[src/rtl/mmio_irq_ctrl_pkg.sv]
// mmio_pkg: shared types and STATUS/CTRL bit positions for the MMIO interrupt controller
package mmio_pkg;
  typedef enum logic [1:0] {IDLE, PEND, SERV} irq_state_t;
  typedef enum logic [1:0] {SEL_NONE, SEL_RAM, SEL_DATA, SEL_STAT} rd_sel_t;
  localparam int STAT_IEN = 0;
  localparam int STAT_CLR = 1;
  localparam int STAT_BUSY = 1;
  localparam int STAT_MISSED = 2;
endpackage

[src/rtl/mmio_irq_ctrl_input_sync_edge.sv]
// input_sync_edge: two-flop synchroniser with a delayed copy to flag any change of the synced input
module input_sync_edge #(
  parameter int NBITS = 8
) (
  input  logic             clock,
  input  logic             reset,
  input  logic [NBITS-1:0] din,
  output logic [NBITS-1:0] sync,
  output logic             change
);
  logic [NBITS-1:0] sync1, prev;
  always_ff @(posedge clock) begin
    if (reset) begin
      sync1 <= '0;
      sync  <= '0;
      prev  <= '0;
    end else begin
      sync1 <= din;
      sync  <= sync1;
      prev  <= sync;
    end
  end
  assign change = sync != prev;
endmodule

[src/rtl/mmio_irq_ctrl.sv]
// mmio_irq_ctrl: address decode, saida register, aligned load mux and change-interrupt FSM
module mmio_irq_ctrl
  import mmio_pkg::*;
#(
  parameter int NBITS = 8,
  parameter logic [NBITS-3:0] DATA_ADDR = '1,
  parameter logic [NBITS-3:0] STAT_ADDR = {{(NBITS-3){1'b1}}, 1'b0}
) (
  input  logic             clock,
  input  logic             reset,
  input  logic [NBITS-3:0] memAddress,
  input  logic [NBITS-1:0] memWriteData,
  input  logic             memMemWrite,
  input  logic             isLoad,
  input  logic [NBITS-1:0] ramReadData,
  output logic             ramWrEn,
  output logic [NBITS-1:0] memReadData,
  input  logic [NBITS-1:0] entrada,
  output logic [NBITS-1:0] saida,
  output logic             interrupt,
  input  logic             irq_ack
);
  logic is_data, is_stat, clear, change, ien, missed, missed_nxt, irq_nxt;
  logic [NBITS-1:0] sync_val, stat_val, rd_io_val;
  irq_state_t state, state_nxt;
  rd_sel_t rd_sel, sel_nxt;

  input_sync_edge #(.NBITS(NBITS)) u_sync (
    .clock (clock),
    .reset (reset),
    .din   (entrada),
    .sync  (sync_val),
    .change(change)
  );

  assign is_data = memAddress == DATA_ADDR;
  assign is_stat = memAddress == STAT_ADDR;
  assign ramWrEn = memMemWrite & ~(is_data | is_stat);
  assign clear   = memMemWrite & is_stat & memWriteData[STAT_CLR];
  assign sel_nxt = !isLoad ? SEL_NONE : is_data ? SEL_DATA : is_stat ? SEL_STAT : SEL_RAM;
  assign memReadData = (rd_sel == SEL_DATA || rd_sel == SEL_STAT) ? rd_io_val :
                       rd_sel == SEL_RAM ? ramReadData : '0;

  always_comb begin
    stat_val = '0;
    stat_val[STAT_IEN] = ien;
    stat_val[STAT_BUSY] = state != IDLE;
    stat_val[STAT_MISSED] = missed;
  end

  // disabling interrupts abandons any pending or in-service request
  always_comb begin
    state_nxt = state;
    irq_nxt = interrupt;
    missed_nxt = missed;
    if (!ien) begin
      state_nxt = IDLE;
      irq_nxt = 1'b0;
      missed_nxt = 1'b0;
    end else begin
      case (state)
        IDLE: if (change) begin
          state_nxt = PEND;
          irq_nxt = 1'b1;
        end
        PEND: if (irq_ack) begin
          state_nxt = SERV;
          irq_nxt = 1'b0;
        end
        SERV: if (clear) begin
          state_nxt = (missed | change) ? PEND : IDLE;
          irq_nxt = missed | change;
          missed_nxt = 1'b0;
        end else if (change) missed_nxt = 1'b1;
        default: begin
          state_nxt = IDLE;
          irq_nxt = 1'b0;
        end
      endcase
    end
  end

  always_ff @(posedge clock) begin
    if (reset) begin
      state     <= IDLE;
      interrupt <= 1'b0;
      missed    <= 1'b0;
      ien       <= 1'b0;
      saida     <= '0;
      rd_sel    <= SEL_NONE;
      rd_io_val <= '0;
    end else begin
      state     <= state_nxt;
      interrupt <= irq_nxt;
      missed    <= missed_nxt;
      rd_sel    <= sel_nxt;
      rd_io_val <= is_data ? sync_val : stat_val;
      if (memMemWrite & is_data) saida <= memWriteData;
      if (memMemWrite & is_stat) ien <= memWriteData[STAT_IEN];
    end
  end
endmodule

[config.mk]
export PLATFORM = sky130hd
export DESIGN_NAME = mmio_irq_ctrl
export DESIGN_NICKNAME = d
export VERILOG_FILES = /design/src/rtl/mmio_irq_ctrl_pkg.sv /design/src/rtl/mmio_irq_ctrl_input_sync_edge.sv /design/src/rtl/mmio_irq_ctrl.sv
export SDC_FILE = /design/constraint.sdc
export NUM_CORES = 1
export LEC_CHECK = 0
export BUFFER_PORTS_ARGS = -buffer_cell sky130_fd_sc_hd__clkbuf_2
export CORE_UTILIZATION = 45
export DETAILED_ROUTE_END_ITERATION = 8
export PLACE_DENSITY = 0.82
export REMOVE_ABC_BUFFERS = 1
export SYNTH_ARGS = -nofsm -noshare
export SYNTH_HDL_FRONTEND = slang
export SYNTH_SLANG_ARGS = --single-unit
[constraint.sdc]
create_clock -name clock -period 1.7 [get_ports clock]
set_input_delay 0.085 -clock clock [delete_from_list [all_inputs] [get_ports clock]]
set_output_delay 0.085 -clock clock [all_outputs]
set_load 0.1 [all_outputs]
# [Word level (Yosys, flattened, before mapping)]
# Index checks and enable logic that the tools add are counted.
# W data, S select, Z words.
[classes] bitwise=10 n_eq_ne=11 n_reduce_logical=10 n_mux=15
[op_table] op="$mux W8" n=2
[op_table] op="$eq A6 B6 Y1 const B" n=2
[op_table] op="$mux W2" n=5
[op_table] op="$ne A8 B8 Y1" n=1
[op_table] op="$eq A2 B2 Y1 const B" n=3
[op_table] op="$ne A2 B2 Y1 const B" n=3
[op_table] op="$pmux W2 S3" n=1
[op_table] op="$reduce_or A2 Y1" n=3
[op_table] op="$mux W1" n=5
[op_table] op="$and A1 B1 Y1" n=4
[op_table] op="$eq A2 B1 Y1 const B" n=2
[op_table] op="$not A1 Y1" n=4
[op_table] op="$reduce_bool A2 Y1" n=2
[op_table] op="$mux W3" n=1
[op_table] op="$pmux W1 S3" n=1
[op_table] op="$reduce_and A3 Y1" n=1
[op_table] op="$reduce_or A3 Y1" n=1
[op_table] op="$logic_not A2 Y1" n=1
[op_table] op="$or A1 B1 Y1" n=2
[op_table] op="$reduce_and A2 Y1" n=1
[op_table] op="$logic_or A1 B1 Y1" n=1
[totals] in_bits=35 output_inout_bits=18 ff_bits=47 wordCells=58

# [Depth between registers and ports, before layout]
[depth] word_depth=5 mapped_depth=5 depth_no_buf=5

# [Cells and area by module]
# From an unflattened synthesis, not the netlist that was laid out.
[hier_totals] cells_unflattened=154 area_unflattened_um2=1694.1
[by_module_without_submodules] module="mmio_irq_ctrl" area_each_um2=964.7 instances=1 seq_area_each_um2=460.4 cells_each=93
[by_module_without_submodules] module="input_sync_edge" area_each_um2=729.4 instances=1 seq_area_each_um2=480.5 cells_each=61

# [Worst setup path before layout]
# No wires, ideal clock.
[synth_path] path_kind="register to output" start="register rd_sel[1]" end="output port memReadData[0]" path_stages_with_launch=5 slack_ns=0.034 arrival_ns=1.581 required_time_ns=1.615 n_path_buf=2 path_cell_list="dfxtp_1 clkbuf_1 nor2b_1 clkbuf_1 a22o_1"
[synth_via] elab_chain_len=3 elab_cells_between_ends=6 classes_between="eq/ne: 3; mux: 2; reduce/logical: 1"
[synth_lines] element="from (decl)" line_no="mmio_irq_ctrl.sv:26" source="rd_sel_t rd_sel, sel_nxt;"
[synth_lines] element="from (signal assigned)" line_no="mmio_irq_ctrl.sv:96" source="rd_sel <= sel_nxt;"
[synth_lines] element="$eq A2 B1 Y1 / $eq A2 B2 Y1 (equally long branches)" line_no="mmio_irq_ctrl.sv:42, mmio_irq_ctrl.sv:41"
[synth_lines] element="$mux W8 / $logic_or A1 B1 Y1 (equally long branches)" line_no="mmio_irq_ctrl.sv:42, mmio_irq_ctrl.sv:41"
[synth_lines] element="$mux W8 (*)" line_no="mmio_irq_ctrl.sv:41" source="assign memReadData = (rd_sel == SEL_DATA || rd_sel == SEL_STAT) ? rd_io_val :"
[synth_lines] element="to (decl)" line_no="mmio_irq_ctrl.sv:17" source="output logic [NBITS-1:0] memReadData,"
# Mark *: on every way between the ends. The rest lies on a longest branch, timed or not.

# [Worst setup path after layout]
[layout_path] start="register rd_sel[1]" end="output port memReadData[7]"
# Same word-level chain as after synthesis.

==> results.py <==
metrics = {
    "run_status": {
        "status": "complete, no violations",
    },
    "yosys": {
        "syn_avg_cell_area_sq_um": 10.8,
        "yosys.cell_types.count": 27,
        "synth_top_cell_by_area": "dfxtp_1",
        "yosys-top-cells-area": "dfxtp_1 (56%), nor2b_1 (9.7%), mux2i_1 (6.6%)",
        "synthesis.area_sq_um": 1670,
        "synth_seq_area_share": 0.564,
        "synth_cells": 155,
        "ys_warn_count": 0,
        "synth_top_area_share": 0.564,
        "synth-seq-cells": 47,
    },
    "placed_design": {
        "pre_cts_slack_ns": 0.284,
        "gp_congestion": 0.727,
        "io_buffers": 52,
        "hpwl_um": 2190,
    },
    "cts": {
        "cts_root_buf": "clkbuf_8",
        "numCtsBuffers": 5,
        "path_clk_slew_ns": 0.08,
        "clkSinkCount": 47,
        "clk_latency_ns": 0.28,
        "clk_path_buf_depth": 2,
        "cts_tree": "built",
        "postCtsSetupRepairBufs": 0,
        "htreeDepth": 2,
    },
    "critical_path": {
        "reg2reg_depth": 5,
        "reg2reg_from": "u_sync.sync[7]$_SDFF_PP0_",
        "rrSetupSlack_ns": 0.27,
        "cpMaxStageDelayCell": "dfxtp_1",
        "cp-end-kind": "output pin",
        "cp_slowest_stage_delay_ns": 0.39,
        "cp.required_ns": 1.62,
        "critPathCapture": "memReadData[7]",
        "r2r-end": "state[0]$_SDFFE_PP0P_",
        "path_class": "flop to output pin",
        "critical_path.max_fanout": 9,
        "critPathLaunchType": "flop",
        "crit_chain": "nor2b_2, a22o_1, buf_12",
        "critical_path_arrival_ns": 1.40,
        "critPathLaunch": "rd_sel[1]$_SDFF_PP0_",
    },
    "final_layout": {
        "antenna_cells": 0,
        "nets": 244,
        "nFillCells": 305,
        "area_growth_pct": 31.5,
        "drive_gt1_frac": 0.305,
    },
    "timing": {
        "hold_viol_final": 0,
        "worstMarginPinSlew_ns": 0.553,
        "slew_viol_final": 0,
        "fin_crit_sh": 0.875,
        "max-slew-margin-rel": 0.633,
        "finClkSkew_ns": 0.00965,
        "postLayoutSetupSlackWorst_ns": 0.213,
        "rsz0062_at_grt": "false",
        "clock.fmax_ghz": 0.672,
        "min_period_ns": 1.49,
        "fin_setup_tns_ns": 0,
        "setup_violations": 0,
    },
    "grt": {
        "grt_max_degree": 24,
        "grt_pass1_vias": 1146,
        "grt_antenna_before_repair": 0,
        "grtUsageTotal": 0.155,
        "grt_overflow_total": 0,
        "grt_pass1_wl_um": 4810,
    },
    "pwr": {
        "leakagePower_nw": 0.989,
        "power.density_nw_per_um2": 941,
        "ir_worst_vdd_v": 0.000728,
    },
    "die": {
        "die_w_um": 62.9,
        "die-area_sq_um": 3960,
        "initial_core_util": 0.485,
        "rows": 21,
        "die_y_um": 62.9,
        "core_area_sq_um": 3440,
        "num_io_pins": 53,
    },
    "detailed_routing": {
        "top_layer_used": "met4",
        "first_pass_iters": 4,
        "met2_wirelength_um": 1520,
        "viasPerCell": 4.77,
        "met1_length_um": 1180,
        "drt_iter0_drc": 25,
        "dr_wl_met3_um": 113,
        "ant_nets": 0,
        "wire_per_inst_um": 11.1,
        "wirelength_um": 2840,
        "drc": 0,
        "vias": 1221,
    },
    "job": {
        "max_cap_violations": 0,
    },
    "worst_hold_path": {
        "hold_path.class": "input pin to flop",
    },
}
==> cell usage in the layout, fill, tap and decap left out, types with 7 or more instances in the layout <==
| cell type | synthesis | routed |
|---|---|---|
| clkbuf_2 | 0 | 44 |
| xnor2_1 | 8 | 8 |
| nor2_1 | 17 | 17 |
| buf_12 | 0 | 8 |
| mux2i_1 | 11 | 11 |
| dfxtp_1 | 47 | 47 |
| and2_1 | 7 | 7 |
| a22o_1 | 8 | 8 |
| nor2b_1 | 26 | 25 |
| clkbuf_8 | 0 | 7 |
==> through the flow <==
step                      hold slack, ns  cells  utilization  area [sq um]  power, W
after floorplan                    0.157    149            -          1650   0.00129
after global placement             0.296    248        0.608          2090   0.00139
after detailed placement           0.301    248        0.608          2090   0.00140
after CTS                        0.00766    256        0.637          2190   0.00208
after global routing             0.00317    256        0.638          2190   0.00215
final                             0.0101    256        0.638          2190   0.00206
==> worst min path at each step <==
stage | startpoint | end | cells past startpoint | slack (ns)
final | entrada[1] | u_sync.sync1[1]$_SDFF_PP0_ | 2 | 0.01
after global routing | entrada[7] | u_sync.sync1[7]$_SDFF_PP0_ | 2 | 0.003
after CTS | entrada[1] | u_sync.sync1[1]$_SDFF_PP0_ | 2 | 0.008
after detailed placement | entrada[7] | u_sync.sync1[7]$_SDFF_PP0_ | 2 | 0.30
after global placement | entrada[7] | u_sync.sync1[7]$_SDFF_PP0_ | 2 | 0.30
after floorplan | reset | u_sync.prev[0]$_SDFF_PP0_ | 1 | 0.16
==> report_power, final <==
| group | leakage (nW) | switching (W) | internal, W | total (W) |
|---|---|---|---|---|
| Combinational | 0.554 | 0.000135 | 0.0000971 | 0.000232 |
| Clock | 0.0515 | 0.000324 | 0.000371 | 0.000695 |
| Sequential | 0.383 | 0.0000114 | 0.00113 | 0.00114 |
| Total | 0.989 | 0.000471 | 0.00159 | 0.00206 |
==> flip-flops by register name, summed over array words and instances (netlist names) <==
signal	cells
rd_io_val	8
saida	8
u_sync.prev	8
u_sync.sync1	8
u_sync.sync	8
rd_sel	2
state	2
ien	1
interrupt	1
missed	1
==> worst max-delay path, delay by kind of cell (launching register included) <==
| family | cells | cell delay (ns) |
|---|---|---|
| buffers and inverters | 1 | 0.19 |
| DFF | 1 | 0.39 |
| AOI/OAI and AO/OA | 1 | 0.24 |
| and+or+nand+nor | 1 | 0.29 |
==> metal layers <==
layer,track usage,vias up
li1,-,630
met1,0.153,556
met2,0.294,33
met5,0,-
met4,0.0669,0
met3,0.0438,2
==> synthesized netlist by cell type, drive strengths merged <==
master  number
a311oi       1
a22o         8
mux2i       11
nand3        1
nand2        2
xnor2        8
o21ai        2
or3          1
clkbuf       5
buf          1
o41ai        1
nand3b       1
nor4b        1
a211oi       1
and4         1
dfxtp       47
nand2b       1
a21oi        2
nor2b       26
nand4b       1
nor2        17
o21a         2
and2         7
nor3b        3
nand4        3
and3b        1
==> cells by family after synthesis <==
group,after synthesis,synth area share
buffers and inverters,6,0.0135
DFF,47,0.564
xor gates and xnor gates,8,0.0420
and+or+nand+nor,66,0.230
muxes,11,0.0660
AOI/OAI and AO/OA,17,0.0847
==> layout make-up <==
class	count	area [sq um]	share of cell area
Clock buffer	8	100	0.0456
Multi-Input combinational cell	102	708	0.323
Sequential cell	47	941	0.429
Tap cell	46	57.6	0.0262
Timing Repair Buffer	53	388	0.177
==> timing repair <==
action / CTS / global route
resized for setup: 0 / 1
setup endpoints to repair: 0 / 8
hold endpoints to repair: 0 / 0
hold buffers: 0 / 0
No activity file was read; power rests on OpenSTA's default activity.
